--- src/rtl/seg7_pkg.sv ---
// rtl/seg7_pkg.sv - shared 7-segment constants for the count display scanner
package seg7_pkg;

  localparam int IDX_W = 2;
  typedef logic [IDX_W-1:0] digit_idx_t;

  localparam logic [6:0] SEG_BLANK = 7'h7F;
  localparam logic [3:0] AN_OFF    = 4'b1111;

  // Active-low {g,f,e,d,c,b,a}; entry n is the pattern for hex digit n.
  localparam logic [15:0][6:0] HEX_SEG = {
    7'b0001110, 7'b0000110, 7'b0100001, 7'b1000110,
    7'b0000011, 7'b0001000, 7'b0010000, 7'b0000000,
    7'b1111000, 7'b0000010, 7'b0010010, 7'b0011001,
    7'b0110000, 7'b0100100, 7'b1111001, 7'b1000000
  };

endpackage

--- src/rtl/hex_to_seg7.sv ---
// rtl/hex_to_seg7.sv - combinational hex nibble to active-low 7-segment decoder
module hex_to_seg7
  import seg7_pkg::*;
(
  input  logic [3:0] hex_i,
  output logic [6:0] seg_o
);

  assign seg_o = HEX_SEG[hex_i];

endmodule

--- src/rtl/count_display_scan.sv ---
// rtl/count_display_scan.sv - syncs counter Q/RCO, counts RCO wraps, scans 4-digit 7-seg display
module count_display_scan
  import seg7_pkg::*;
#(
  parameter int SCAN_DIV = 100000,
  parameter int SYNC_STG = 2
) (
  input  logic       clk,
  input  logic       clr,
  input  logic [3:0] q_in,
  input  logic       rco_in,
  output logic [3:0] an,
  output logic [6:0] seg,
  output logic       dp
);

  localparam int PW = $clog2(SCAN_DIV);
  localparam logic [PW-1:0] PRESC_MAX = PW'(SCAN_DIV - 1);

  logic [SYNC_STG-1:0][3:0] q_sync_q;
  logic [SYNC_STG-1:0]      rco_sync_q;
  logic                     rco_d_q;
  logic [7:0]               wrap_cnt_q, wrap_cnt_d;
  logic [PW-1:0]            presc_q, presc_d;
  digit_idx_t               idx_q, idx_d;
  logic [3:0]               an_q, an_d;
  logic [6:0]               seg_q, seg_d;
  logic                     dp_q, dp_d;

  logic [3:0] q_s;
  logic       rco_s, rco_rise, tick, blank;
  logic [3:0] digit_nib;
  logic [6:0] digit_seg;

  assign q_s      = q_sync_q[SYNC_STG-1];
  assign rco_s    = rco_sync_q[SYNC_STG-1];
  assign rco_rise = rco_s & ~rco_d_q;
  assign tick     = (presc_q == PRESC_MAX);

  hex_to_seg7 u_dec (
    .hex_i (digit_nib),
    .seg_o (digit_seg)
  );

  always_comb begin
    presc_d    = tick ? '0 : presc_q + 1'b1;
    idx_d      = tick ? idx_q + 1'b1 : idx_q;
    wrap_cnt_d = wrap_cnt_q + 8'(rco_rise);
    digit_nib  = 4'h0;
    blank      = 1'b0;
    an_d       = AN_OFF;
    dp_d       = 1'b1;
    // Outputs follow the current index; the index change reaches the pins one clk later.
    case (idx_q)
      2'd0: begin
        an_d      = 4'b1110;
        digit_nib = q_s;
        dp_d      = ~rco_s;
      end
      2'd1: begin
        an_d      = 4'b1101;
        digit_nib = wrap_cnt_q[3:0];
      end
      2'd2: begin
        an_d      = 4'b1011;
        digit_nib = wrap_cnt_q[7:4];
      end
      default: begin
        an_d  = 4'b0111;
        blank = 1'b1;
      end
    endcase
    seg_d = blank ? SEG_BLANK : digit_seg;
  end

  always_ff @(posedge clk) begin
    if (clr) begin
      q_sync_q   <= '0;
      rco_sync_q <= '0;
      rco_d_q    <= 1'b0;
      wrap_cnt_q <= 8'h00;
      presc_q    <= '0;
      idx_q      <= '0;
      an_q       <= AN_OFF;
      seg_q      <= SEG_BLANK;
      dp_q       <= 1'b1;
    end else begin
      q_sync_q   <= {q_sync_q[SYNC_STG-2:0], q_in};
      rco_sync_q <= {rco_sync_q[SYNC_STG-2:0], rco_in};
      rco_d_q    <= rco_s;
      wrap_cnt_q <= wrap_cnt_d;
      presc_q    <= presc_d;
      idx_q      <= idx_d;
      an_q       <= an_d;
      seg_q      <= seg_d;
      dp_q       <= dp_d;
    end
  end

  assign an  = an_q;
  assign seg = seg_q;
  assign dp  = dp_q;

endmodule

--- config.mk ---
export PLATFORM = sky130hd
export DESIGN_NAME = count_display_scan
export DESIGN_NICKNAME = d
export VERILOG_FILES = /design/src/rtl/seg7_pkg.sv /design/src/rtl/hex_to_seg7.sv /design/src/rtl/count_display_scan.sv
export SDC_FILE = /design/constraint.sdc
export NUM_CORES = 1
export LEC_CHECK = 0
export ABC_AREA = 1
export CORE_MARGIN = 3
export CORE_UTILIZATION = 57
export DETAILED_ROUTE_END_ITERATION = 12
export PLACE_DENSITY = 0.91
export SKIP_CTS_REPAIR_TIMING = 1
export SLEW_MARGIN = 20
export SYNTH_ARGS = -nofsm -noshare
export SYNTH_HDL_FRONTEND = slang
export SYNTH_SLANG_ARGS = --single-unit
--- constraint.sdc ---
create_clock -name clk -period 2.4 [get_ports clk]
set_clock_uncertainty 0.1 [all_clocks]
set_input_delay 0.36 -clock clk [delete_from_list [all_inputs] [get_ports clk]]
set_output_delay 0.36 -clock clk [all_outputs]
set_load 0.01 [all_outputs]
## Word-level counts from Yosys, hierarchy flattened

Memories as Yosys holds them, arrays and structs flattened. A register that Yosys moved wholly into a read port is not among the register bits.
Cells that the tools add are included.

- Register bits after elaboration: 43
- ROM bits: 112
- Input port bits: 7
- Output and inout port bits: 12
- Logic and storage cells: 28
- Memories kept: 1

Memories:

| memory | depth | bits a word | read ports | clocked after Yosys merged registers in | write ports | line | RTL |
|---|---|---|---|---|---|---|---|
| (no name shown) | 16 | 7 | 1 | 1 | 0 | hex_to_seg7.sv:9 | `assign seg_o = HEX_SEG[hex_i];` |

- $add $sub $neg: 3
- Equality and inequality tests: 3
- Muxes and demuxes: 2
- Bitwise logic cells: 5
- Reduce and logical (&&, ||, !) cells: 5

Operator list:

| kind | number |
|---|---|
| $pmux 4 s3 | 2 |
| $add 17x1->17 const B | 1 |
| $eq 17x17->1 const B | 1 |
| $add 8x1->8 | 1 |
| $reduce_or 2->1 | 3 |
| $not 1->1 | 4 |
| $reduce_or 3->1 | 1 |
| $add 2x1->2 const B | 1 |
| $eq 2x1->1 const B | 1 |
| $eq 2x2->1 const B | 1 |
| $logic_not 2->1 | 1 |
| $and 1x1->1 | 1 |

## Depth between registers and ports, before layout

- Word-level depth: 4
- Gate-level depth with buffers: 11
- Depth with buffers taken out: 11

## Hierarchy

From an unflattened synthesis, not the netlist that was laid out.

- Cells, all modules: 324
- Area, all modules: 2,331.0 µm²

By module, submodules not included:

| module | instances | cells an instance | area each (µm²) | seq. area each (µm²) |
|---|---|---|---|---|
| count_display_scan | 1 | 275 | 2,057.0 | 1,001.0 |
| hex_to_seg7 | 1 | 49 | 274.0 | 0.0 |

## Worst setup path after synthesis

Ideal clock, no wire load.

- Kind: reg-to-reg
- From: register idx_q[0]
- To: register seg_q[3] (netlist: seg[3])
- Setup time: 135 ps
- Data arrival time: 1,615 ps
- Required time: 2,165 ps
- Slack: 551 ps
- Cell stages (with the launch flop): 12
- Path buffers: 0
- Clock period less this slack: 1,849 ps
- Path through: dfxtp_1 inv_1 ha_1 nand2_1 nand3_1 nand2_1 inv_1 ha_1 inv_1 nand3_1 nand3_1 nand3_1

- Word-level cells in the longest chain between the ends: 4
- Elaborated cells between the ends (all ways): 7
- Classes of those cells: 2 x eq/ne; 1 x mux; 1 x bitwise; 3 x reduce/logical

RTL lines:

| what | line | RTL |
|---|---|---|
| from (decl) | count_display_scan.sv:25 | `digit_idx_t idx_q, idx_d;` |
| from (signal assigned) | count_display_scan.sv:93 | `idx_q <= idx_d;` |
| $eq 2x2->1 (tied with other cells) | count_display_scan.sv:54 | `case (idx_q)` |
| $reduce_or 3->1 (no source line) | n/a |  |
| $not 1->1 (no source line) | n/a |  |
| $reduce_or 2->1 (no source line) | n/a |  |
| to (decl) | count_display_scan.sv:27 | `logic [6:0] seg_q, seg_d;` |

Several ways; a longest one is shown, not always the timed one.
A chain may end at the register's enable or synchronous reset.

## Final worst setup path

- From: register idx_q[0]
- To: register seg_q[5] (netlist: seg[5])

Same word-level chain as after synthesis.

==> flow_metrics.env <==
export IMPL_core_um2=3770
export IMPL_synth_fp_nets=327
export IMPL_cp_top_family="simple AND/OR/NAND/NOR gates"
export IMPL_reg2reg_from="idx_q[0]$_SDFFE_PP0N_"
export IMPL_hold_violations=0
export IMPL_cts_sinks=50
export IMPL_clockRootBuffer="clkbuf_8"
export IMPL_grt_pass1_wl_mm=8.09
export IMPL_hold_start="q_sync_q[1]$_SDFF_PP0_"
export IMPL_required_ns=2.50
export IMPL_max_cap_violations=0
export IMPL_die_h_um=69.3
export IMPL_grt_start_max_net_pins=17
export IMPL_rsz0062_at_grt="false"
export IMPL_setup_violations=0
export IMPL_avgViaCountPerCell=5.16
export IMPL_async_reset_ff_share_pct=0
export IMPL_yosys_warnings=0
export IMPL_synthCells=306
export IMPL_path_buf_inv=2
export IMPL_io_pins=19
export IMPL_cts_clk_slew_worst_paths_ns=0.09
export IMPL_fin_cells=377
export IMPL_r2r_cells=11
export IMPL_slew_headroom_pct=67.4
export IMPL_drcViolationCount=0
export IMPL_worst_setup_path_start_kind="flop"
export IMPL_hold_path_class="reg2reg"
export IMPL_synth_top_cell_area_share_pct=43.8
export IMPL_ant_nets=0
export IMPL_synth_top_flop_cell="dfxtp_1"
export IMPL_fmax_mhz=474
export IMPL_drive_above_1_share_pct=6.99
export IMPL_grt_total_usage_pct=20.5
export IMPL_clock_path_buffers=2
export IMPL_h_tree_depth=2
export IMPL_nets=349
export IMPL_hold_depth=2
export IMPL_path_cells="inv_1, ha_1, nand2_1, nand3_1, nand2_1, inv_1, ha_1, nand3_1, o21ai_0, nand2_1, nand2_1"
export IMPL_initial_utilization_pct=60.6
export IMPL_diodes=0
export IMPL_clk_insertion_delay_late_ns=0.31
export IMPL_period_share_pct=87.8
export IMPL_crit_fanout=6
export IMPL_irDropWorstVdd_mv=0.417
export IMPL_hold_end="q_s[1]$_SDFF_PP0_"
export IMPL_outcome="finished clean"
export IMPL_vias=1944
export IMPL_synth_cell_types=29
export IMPL_tns_ns=0
export IMPL_hpwl_mm=3.34
export IMPL_dieArea_um2=4800
export IMPL_criticalPathCategory="reg2reg"
export IMPL_synth_common_cells="nand2_1, nor2_1, dfxtp_1"
export IMPL_postSynthAreaPerCell_um2=7.47
export IMPL_period_minus_slack_ns=2.11
export IMPL_grt_overflow_total=0
export IMPL_antenna_found_initial=0
export IMPL_wl_per_cell_um=12.0
export IMPL_max_stage_delay_ns=0.41
export IMPL_ys_seq_area_share_pct=43.8
export IMPL_grt_pass1_vias=1930
export IMPL_syn2layout_area_growth_pct=13.7
export IMPL_synth_top_area_cell="dfxtp_1"
export IMPL_hold_worst_slack_ns=0.305
export IMPL_dpl_cell_area_um2=2500
export IMPL_slew_violations=0
export IMPL_ys_ff_latch=50
export IMPL_yosys_cell_count_top_type="nand2_1"
export IMPL_arrival_ns=2.21
export IMPL_gp_congestion=0.896
export IMPL_synth_edf_count=0
export IMPL_cts_tree="built"
export IMPL_first_pass_iters=5
export IMPL_die_x_um=69.3
export IMPL_crit_slowest_cell="dfxtp_1"
export IMPL_io_buffers=18
export IMPL_synth_area_um2=2280
export IMPL_drt_wl_total_mm=4.53
export IMPL_end_kind="flop"
export IMPL_worstMarginPinSlew_ns=0.487
export IMPL_cellLeakagePower_uw=0.00113
export IMPL_place_inst=369
export IMPL_reg2reg_setup_slack_ns=0.29
export IMPL_p_per_area_nw_per_um2=568
export IMPL_rows=22
export IMPL_yosys_top_cells_area="dfxtp_1, nand2_1, nor2_1"
export IMPL_cts_made_buffers=5
export IMPL_drtIter0Drc=217
export IMPL_worstReg2RegEnd="seg[5]$_SDFF_PP1_"
export IMPL_fillers=296
export IMPL_path_common_cell="nand2_1"
export IMPL_stdcell_area_um2=2600
## placed cells by master (no fill, tap or decap), types with 2 or more instances in the layout
cell type        synthesis  final
a21oi_1                  8      8
clkbuf_8                 0      6
clkdlybuf4s50_1          0     18
dfxtp_1                 50     50
ha_1                    14     14
inv_1                   40     40
nand2_1                 72     72
nand2_2                  2      2
nand3_1                 27     27
nand3_2                  3      3
nand4_1                  2      2
nor2_1                  53     53
nor2_2                   2      2
nor3_1                   2      2
o21ai_0                  6      6
or2_2                    2      2
xnor2_1                  3      3
xor2_1                   6      6
## where the power goes
| part | leakage [µW] | switching [µW] | total (µW) | internal [µW] |
|---|---|---|---|---|
| Combinational | 0.000676 | 57.6 | 106 | 48.3 |
| Clock | 0.0000472 | 275 | 507 | 232 |
| Sequential | 0.000409 | 10.3 | 863 | 853 |
## tightest hold or removal path, delay by kind of cell (launching register included)
| family | cells | cell delay (ns) |
|---|---|---|
| buffers and inverters | 1 | 0.04 |
| and+or+nand+nor | 1 | 0.03 |
| DFF | 1 | 0.30 |
## how the worst max path moves through the flow
stage,from,to,slack (ns),cells past startpoint
after floorplan,idx_q[0]$_SDFFE_PP0N_,seg[3]$_SDFF_PP1_,0.55,11
after CTS,idx_q[0]$_SDFFE_PP0N_,seg[5]$_SDFF_PP1_,0.30,11
final,idx_q[0]$_SDFFE_PP0N_,seg[5]$_SDFF_PP1_,0.29,11
after detailed placement,idx_q[0]$_SDFFE_PP0N_,seg[3]$_SDFF_PP1_,0.34,11
after global placement,idx_q[0]$_SDFFE_PP0N_,seg[3]$_SDFF_PP1_,0.47,11
after global routing,idx_q[0]$_SDFFE_PP0N_,seg[6]$_SDFF_PP1_,0.1,11
## per-stage QoR
stage | util [%] | total power (µW) | setup WS, ns
after floorplan | - | 945 | 0.551
after global placement | 66.4 | 983 | 0.466
after detailed placement | 66.4 | 988 | 0.335
after CTS | 68.9 | 1480 | 0.303
after global routing | 68.9 | 1520 | 0.0954
final | 68.9 | 1480 | 0.293
## logic make-up after synthesis
kind of cell | share of synthesized area, %
AND/OR/NAND/NOR | 33.0
flip-flops | 43.8
buffers and inverters | 7.99
AO/OA/AOI/OAI | 4.05
adder cells (fa/ha/maj) | 7.67
XOR/XNOR | 3.45
## final cells by class
type                            instances  area (µm²)  area share (%)
Clock buffer                            6        82.6            3.18
Clock inverter                          2        12.5           0.481
Inverter                               41         154            5.92
Multi-Input combinational cell        211        1100            42.4
Sequential cell                        50        1000            38.5
Tap cell                               48        60.1            2.31
Timing Repair Buffer                   19         188            7.22
## flip-flops by register name, indices dropped and copies added, names as in the netlist
register    flops
an              4
idx_q           2
q_sync_q        4
rco_sync_q      2
q_s             4
rco_d_q         1
wrap_cnt_q      8
seg             7
presc_q        17
dp              1
## metal layers
layer,wire [µm],global-route usage (%),up-vias
met1,1950,23.4,897
met2,2240,35.6,50
met5,0,0,-
met3,240,4.93,10
li1,-,-,987
met4,99,9.76,0
No activity file was read; power rests on OpenSTA's default activity.
==> edit 1: new RTL, config.mk and constraints unchanged <==
The parameter `SCAN_DIV` goes from 100000 to 200000.
--- a/src/rtl/count_display_scan.sv
+++ b/src/rtl/count_display_scan.sv
@@ -4,3 +4,3 @@
 #(
-  parameter int SCAN_DIV = 100000,
+  parameter int SCAN_DIV = 200000,
   parameter int SYNC_STG = 2
Function: no difference found for any inputs over 10 cycles, from zero or initial values; that may be too few to reach the edited logic, so the function may still have changed.
==> edit 1 against the original RTL <==
- clock power rose by 20%
- synthesized area is 0.99% higher
- power grew 8.1%
- worst setup slack improved by 0.022 ns
- sequential cell count is 1 higher
- routed wire length is 6.2% lower
- fmax up 1.0%
- design area rose by 1.8%
- hold slack about the same
- sequential share of layout area up 0.083 points
- critical endpoint is now seg[6]
- largest cell class unchanged
- largest power group unchanged
- highest routed layer unchanged
==> edit 1: results (changes against the original RTL) <==
metric,value,unit,change
DP HPWL,3.022,mm,-9.6%
main area contributors after synthesis,"dfxtp_1 (44%), nand2_1 (11%), nor2_1 (8.6%)",,
wire length on met2,1.960,mm,-12%
YS warnings,0,,unchanged
Largest register FFs,18,,+1
GPL Wtd Cong,0.8312,,-7.2%
port buffer count,18,,unchanged
Syn Area/Cell,7.491,um^2,+0.33%
Avg Vias per Cell,4.995,,-3.1%
met2 Resource Use GR,31.46,%,-4.1 points
dpl ws,0.3748,ns,+0.03935 ns
worst hold stages,2,,unchanged
worst hold path type,reg -> reg,,
clk root buf,clkbuf_8,,
Netlist cell types,27,,-6.9%
reg2reg start,idx_q[0],,
hold path start,q_sync_q[3],,
Met1 Routed Length,1.976,mm,+1.3%
Worst-Skew Late Latency,0.30,ns,
grt met3 use,5.072,%,+0.14 points
htree depth,2,,unchanged
CP top delay family,simple AND/OR/NAND/NOR gates,,
Worst R2R Setup Slack,0.31,ns,+0.02 ns
Syn Nets,329,,+0.61%
largest net degree at the start of global routing,19,,+2
CTS buffer count,5,,unchanged
vias in the first global route,1756,,-9.0%
cell depth of the worst flop-to-flop path,11,,unchanged
global routing's busiest layer,met2,,
peak supply drop,507.6,uV,+22%
hold endpoint,q_s[3],,
WP data arrival,2.15,ns,-0.06 ns
routed len/inst,11.21,um,-6.7%
Met3 Wirelength,243,um,+1.3%
Psw,0.3397,mW,-1.0%
Worst path slowest cell,dfxtp_1,,
Bufs on Longest Clock Path,2,,unchanged
initial antenna violation count,0,,unchanged
M1 GR Usage,22.78,%,-0.61 points
first-pass GRT wire length,7.493,mm,-7.3%
gr usage total,18.68,%,-1.8 points
synth cell count leaders,"nand2_1 (70), nor2_1 (53), dfxtp_1 (51)",,
DRT iter0 DRCs,138,,-36%
dpl cells,371,,+0.54%
Via Count,1893,,-2.6%
sequential area share after synthesis,44.25,%,+0.44 points
Reg-to-Reg End,seg[6],,
Post-DP Area,2527,um^2,+0.95%
first drt pass iteration count,5,,unchanged
status,"complete, no violations",,
max incr delay on CP,0.39,ns,-0.02 ns
Final nets,351,,+0.57%
highest metal used,met4,,
PwrDens,603.5,nW/um^2,+6.2%
Pleak,1.128,nW,-0.30%
diode count,0,,unchanged
Slew @ Worst Pin,0.3970,ns,-0.09033 ns
layout cell share with drive strength beyond 1,6.647,%,-0.34 points
## edit 1: cell types whose count changed after synthesis, sizes merged
cell / unedited run / this run
a31oi: 1 / 2
inv: 41 / 37
xor2: 6 / 4
nand2: 75 / 73
buf: 3 / 2
o211ai: 1 / 0
nand3: 31 / 33
a21oi: 9 / 12
dfxtp: 50 / 51
nor3: 2 / 3
xnor2: 3 / 6
clkbuf: 1 / 2
## edit 1: worst max-delay path by stage
stage                     endpoint  slack (ns)
after floorplan             seg[3]        0.57
after global placement      seg[3]        0.48
after detailed placement    seg[3]        0.37
after CTS                   seg[6]        0.33
after global routing        seg[0]        0.16
final                       seg[6]        0.31
## edit 1: cell families after synthesis
logic type      after synthesis  share of synthesized area, %
compound gates               20                         4.446
xor+xnor                     10                         3.796
fa+ha+maj                    14                         7.592
buf+inv                      41                         7.212
flops                        51                         44.25
simple gates                172                         32.70
## edit 1: cell type report
class / count / area (um^2)
repair buffers: 19 / 187.7
clock inverters: 2 / 35.03
well taps: 48 / 60.06
inverters: 37 / 138.9
flip-flops and latches: 51 / 1021
clock buffers: 6 / 82.58
fillers: 281 / 1126
multi-input cells: 216 / 1120
## edit 1: worst min-delay path: stages, from the launching register on
cell     delay [ns]
dfxtp_1        0.30
inv_1          0.04
nor2_1         0.03
## edit 1: power groups by stage
stage               clock network (mW)  logic [mW]  registers (mW)
detailed placement                   0       0.107           0.900
CTS                              0.621       0.108           0.880
global route                     0.654       0.122           0.883
floorplan                            0      0.0601           0.903
finish                           0.609       0.107           0.880
global placement                     0       0.103           0.899
## edit 1: per-stage QoR
stage          hold slack [ns]  total power [mW]
6_report                0.3041             1.596
5_1_grt                 0.3134             1.659
4_1_cts                 0.3074             1.609
3_5_place_dp            0.2963             1.006
3_3_place_gp            0.2898             1.002
2_1_floorplan           0.2811            0.9635
==> edit 2: new RTL, config.mk and constraints unchanged <==
Made on the original files. Register the output `seg` once more, without a reset; this adds one clock of latency there. The other outputs are not delayed to match.
--- a/src/rtl/count_display_scan.sv
+++ b/src/rtl/count_display_scan.sv
@@ -100,3 +100,5 @@
   assign an  = an_q;
-  assign seg = seg_q;
+  always_ff @(posedge clk) begin
+    seg <= seg_q;
+  end
   assign dp  = dp_q;
Formal check against the unedited RTL: not equivalent (Yosys sat finds a counterexample within 4 cycles, from zero or initial values).
==> edit 2 against the original RTL <==
- synthesized cell count increased by 8.5%
- design area increased by 12%
- sequential cell count increased by 7
- routed wire length increased by 1.9%
- clock power increased by 80%
- hold slack got worse by 0.077 ns
- synthesized area increased by 7.9%
- sequential share of layout area increased by 0.84 points
- worst setup slack improved by 0.025 ns
- via count increased by 6.3%
- count of clock-buffer cells in the layout increased by 6
- power increased by 36%
- highest routed layer unchanged
==> edit 2: results (changes against the original RTL) <==
metric,value,unit,change
status,"complete, no violations",,
Internal,1.565,mW,+38%
top flop regs,"presc_q (17), wrap_cnt_q (8)",,
Worst path slowest cell,dfxtp_1,,
Netlist cell types,22,,-24%
clock share of power,45.3,%,+11 points
sequential area share after synthesis,46.27,%,+2.5 points
DRT iter0 DRCs,167,,-23%
Final Slew Violations,0,,unchanged
Fill cells,325,,+9.8%
peak supply drop,751.2,uV,+80%
Bufs on Longest Clock Path,2,,unchanged
gr usage total,20.22,%,-0.25 points
Comb group,0.108,mW,
vias in the first global route,1931,,+0.052%
CP top delay family,simple AND/OR/NAND/NOR gates,,
ys flop type,dfxtp_1,,
Syn Nets,353,,+8.0%
GRT overflow,0,,unchanged
htree depth,3,,+1
first drt pass iteration count,5,,unchanged
CTS buffer count,9,,+4
Worst-Skew Late Latency,0.33,ns,+0.02 ns
synth cell count leaders,"nand2_1 (79), nor2_1 (64), dfxtp_1 (57)",,
Final nets,379,,+8.6%
max_slew headroom,70.29,%,+2.9 points
first-pass GRT wire length,8.004,mm,-1.0%
aggregate routed wire length,4.616,mm,+1.9%
Pleak,1.235,nW,+9.1%
largest net degree at the start of global routing,16,,-1
clk root buf,clkbuf_8,,
Clock Pin Slew Worst Setup and Hold Paths,0.07,ns,-0.02 ns
DP HPWL,3.380,mm,+1.1%
layout cell share with drive strength beyond 1,5.785,%,-1.2 points
port buffer count,18,,unchanged
YS warnings,0,,unchanged
sw frac,22.17,%,-1.1 points
diode count,0,,unchanged
WP data arrival,2.20,ns,
main area contributors after synthesis,"dfxtp_1 (46%), nand2_1 (12%), nor2_1 (9.7%)",,
worst-path maximum fanout,6,,unchanged
GPL Wtd Cong,0.8653,,-3.4%
max incr delay on CP,0.43,ns,+0.02 ns
asr flop ratio synth,0,%,unchanged
Via Count,2067,,+6.3%
initial antenna violation count,0,,unchanged
dpl ws,0.3428,ns,+0.007380 ns
worst hold path type,reg -> reg,,
-- edit 2: cell count changes after synthesis, sizes merged, moves of 2 or more --
cell   unedited run  this run
nor2             56        65
dfxtp            50        57
inv              41        46
nand2            75        79
nand3            31        34
a21oi             9         7
o21ai             6         8
or2               3         1
xor2              6         8
-- edit 2: cells by family after synthesis --
group / synth area share, %
flops: 46.27
fa+ha+maj: 7.103
buf+inv: 7.966
xor+xnor: 3.552
compound gates: 4.110
simple gates: 31.00
-- edit 2: path summary, 6_finish.rpt --
path	slack, ns	startpoint	endpoint	depth (start not counted)
max	0.32	idx_q[0]	seg_q[3]	11
min	0.23	seg_q[0]	seg[0]	0
max reg2reg	0.32	idx_q[0]	seg_q[3]	11
min reg2reg	0.23	seg_q[0]	seg[0]	0
-- edit 2: stage by stage --
stage	hold WS (ns)	std cells	instance area [um^2]
floorplan	0.2096	332	2466
global placement	0.2110	397	2693
detailed placement	0.2147	397	2693
CTS	0.2304	413	2899
global route	0.2444	413	2899
finish	0.2281	413	2899
-- edit 2: final cells by class --
cell class	instances	area, um^2	area share [%]
Tap cell	50	62.56	2.158
Inverter	46	172.7	5.956
Sequential cell	57	1141	39.36
Multi-Input combinational cell	225	1129	38.93
Timing Repair Buffer	19	187.7	6.474
Clock inverter	4	51.30	1.770
Clock buffer	12	155.1	5.352
-- edit 2: metal layers --
| metal | routed length [um] | part of all wire (%) | GRT usage, % | up-vias |
|---|---|---|---|---|
| met2 | 2166 | 47 | 32.35 | 60 |
| li1 | - | - | - | 1077 |
| met1 | 2125 | 46 | 23.77 | 923 |
| met5 | 0 | 0 | 0 | - |
| met3 | 271 | 5.9 | 5.610 | 7 |
| met4 | 53 | 1.1 | 12.94 | 0 |
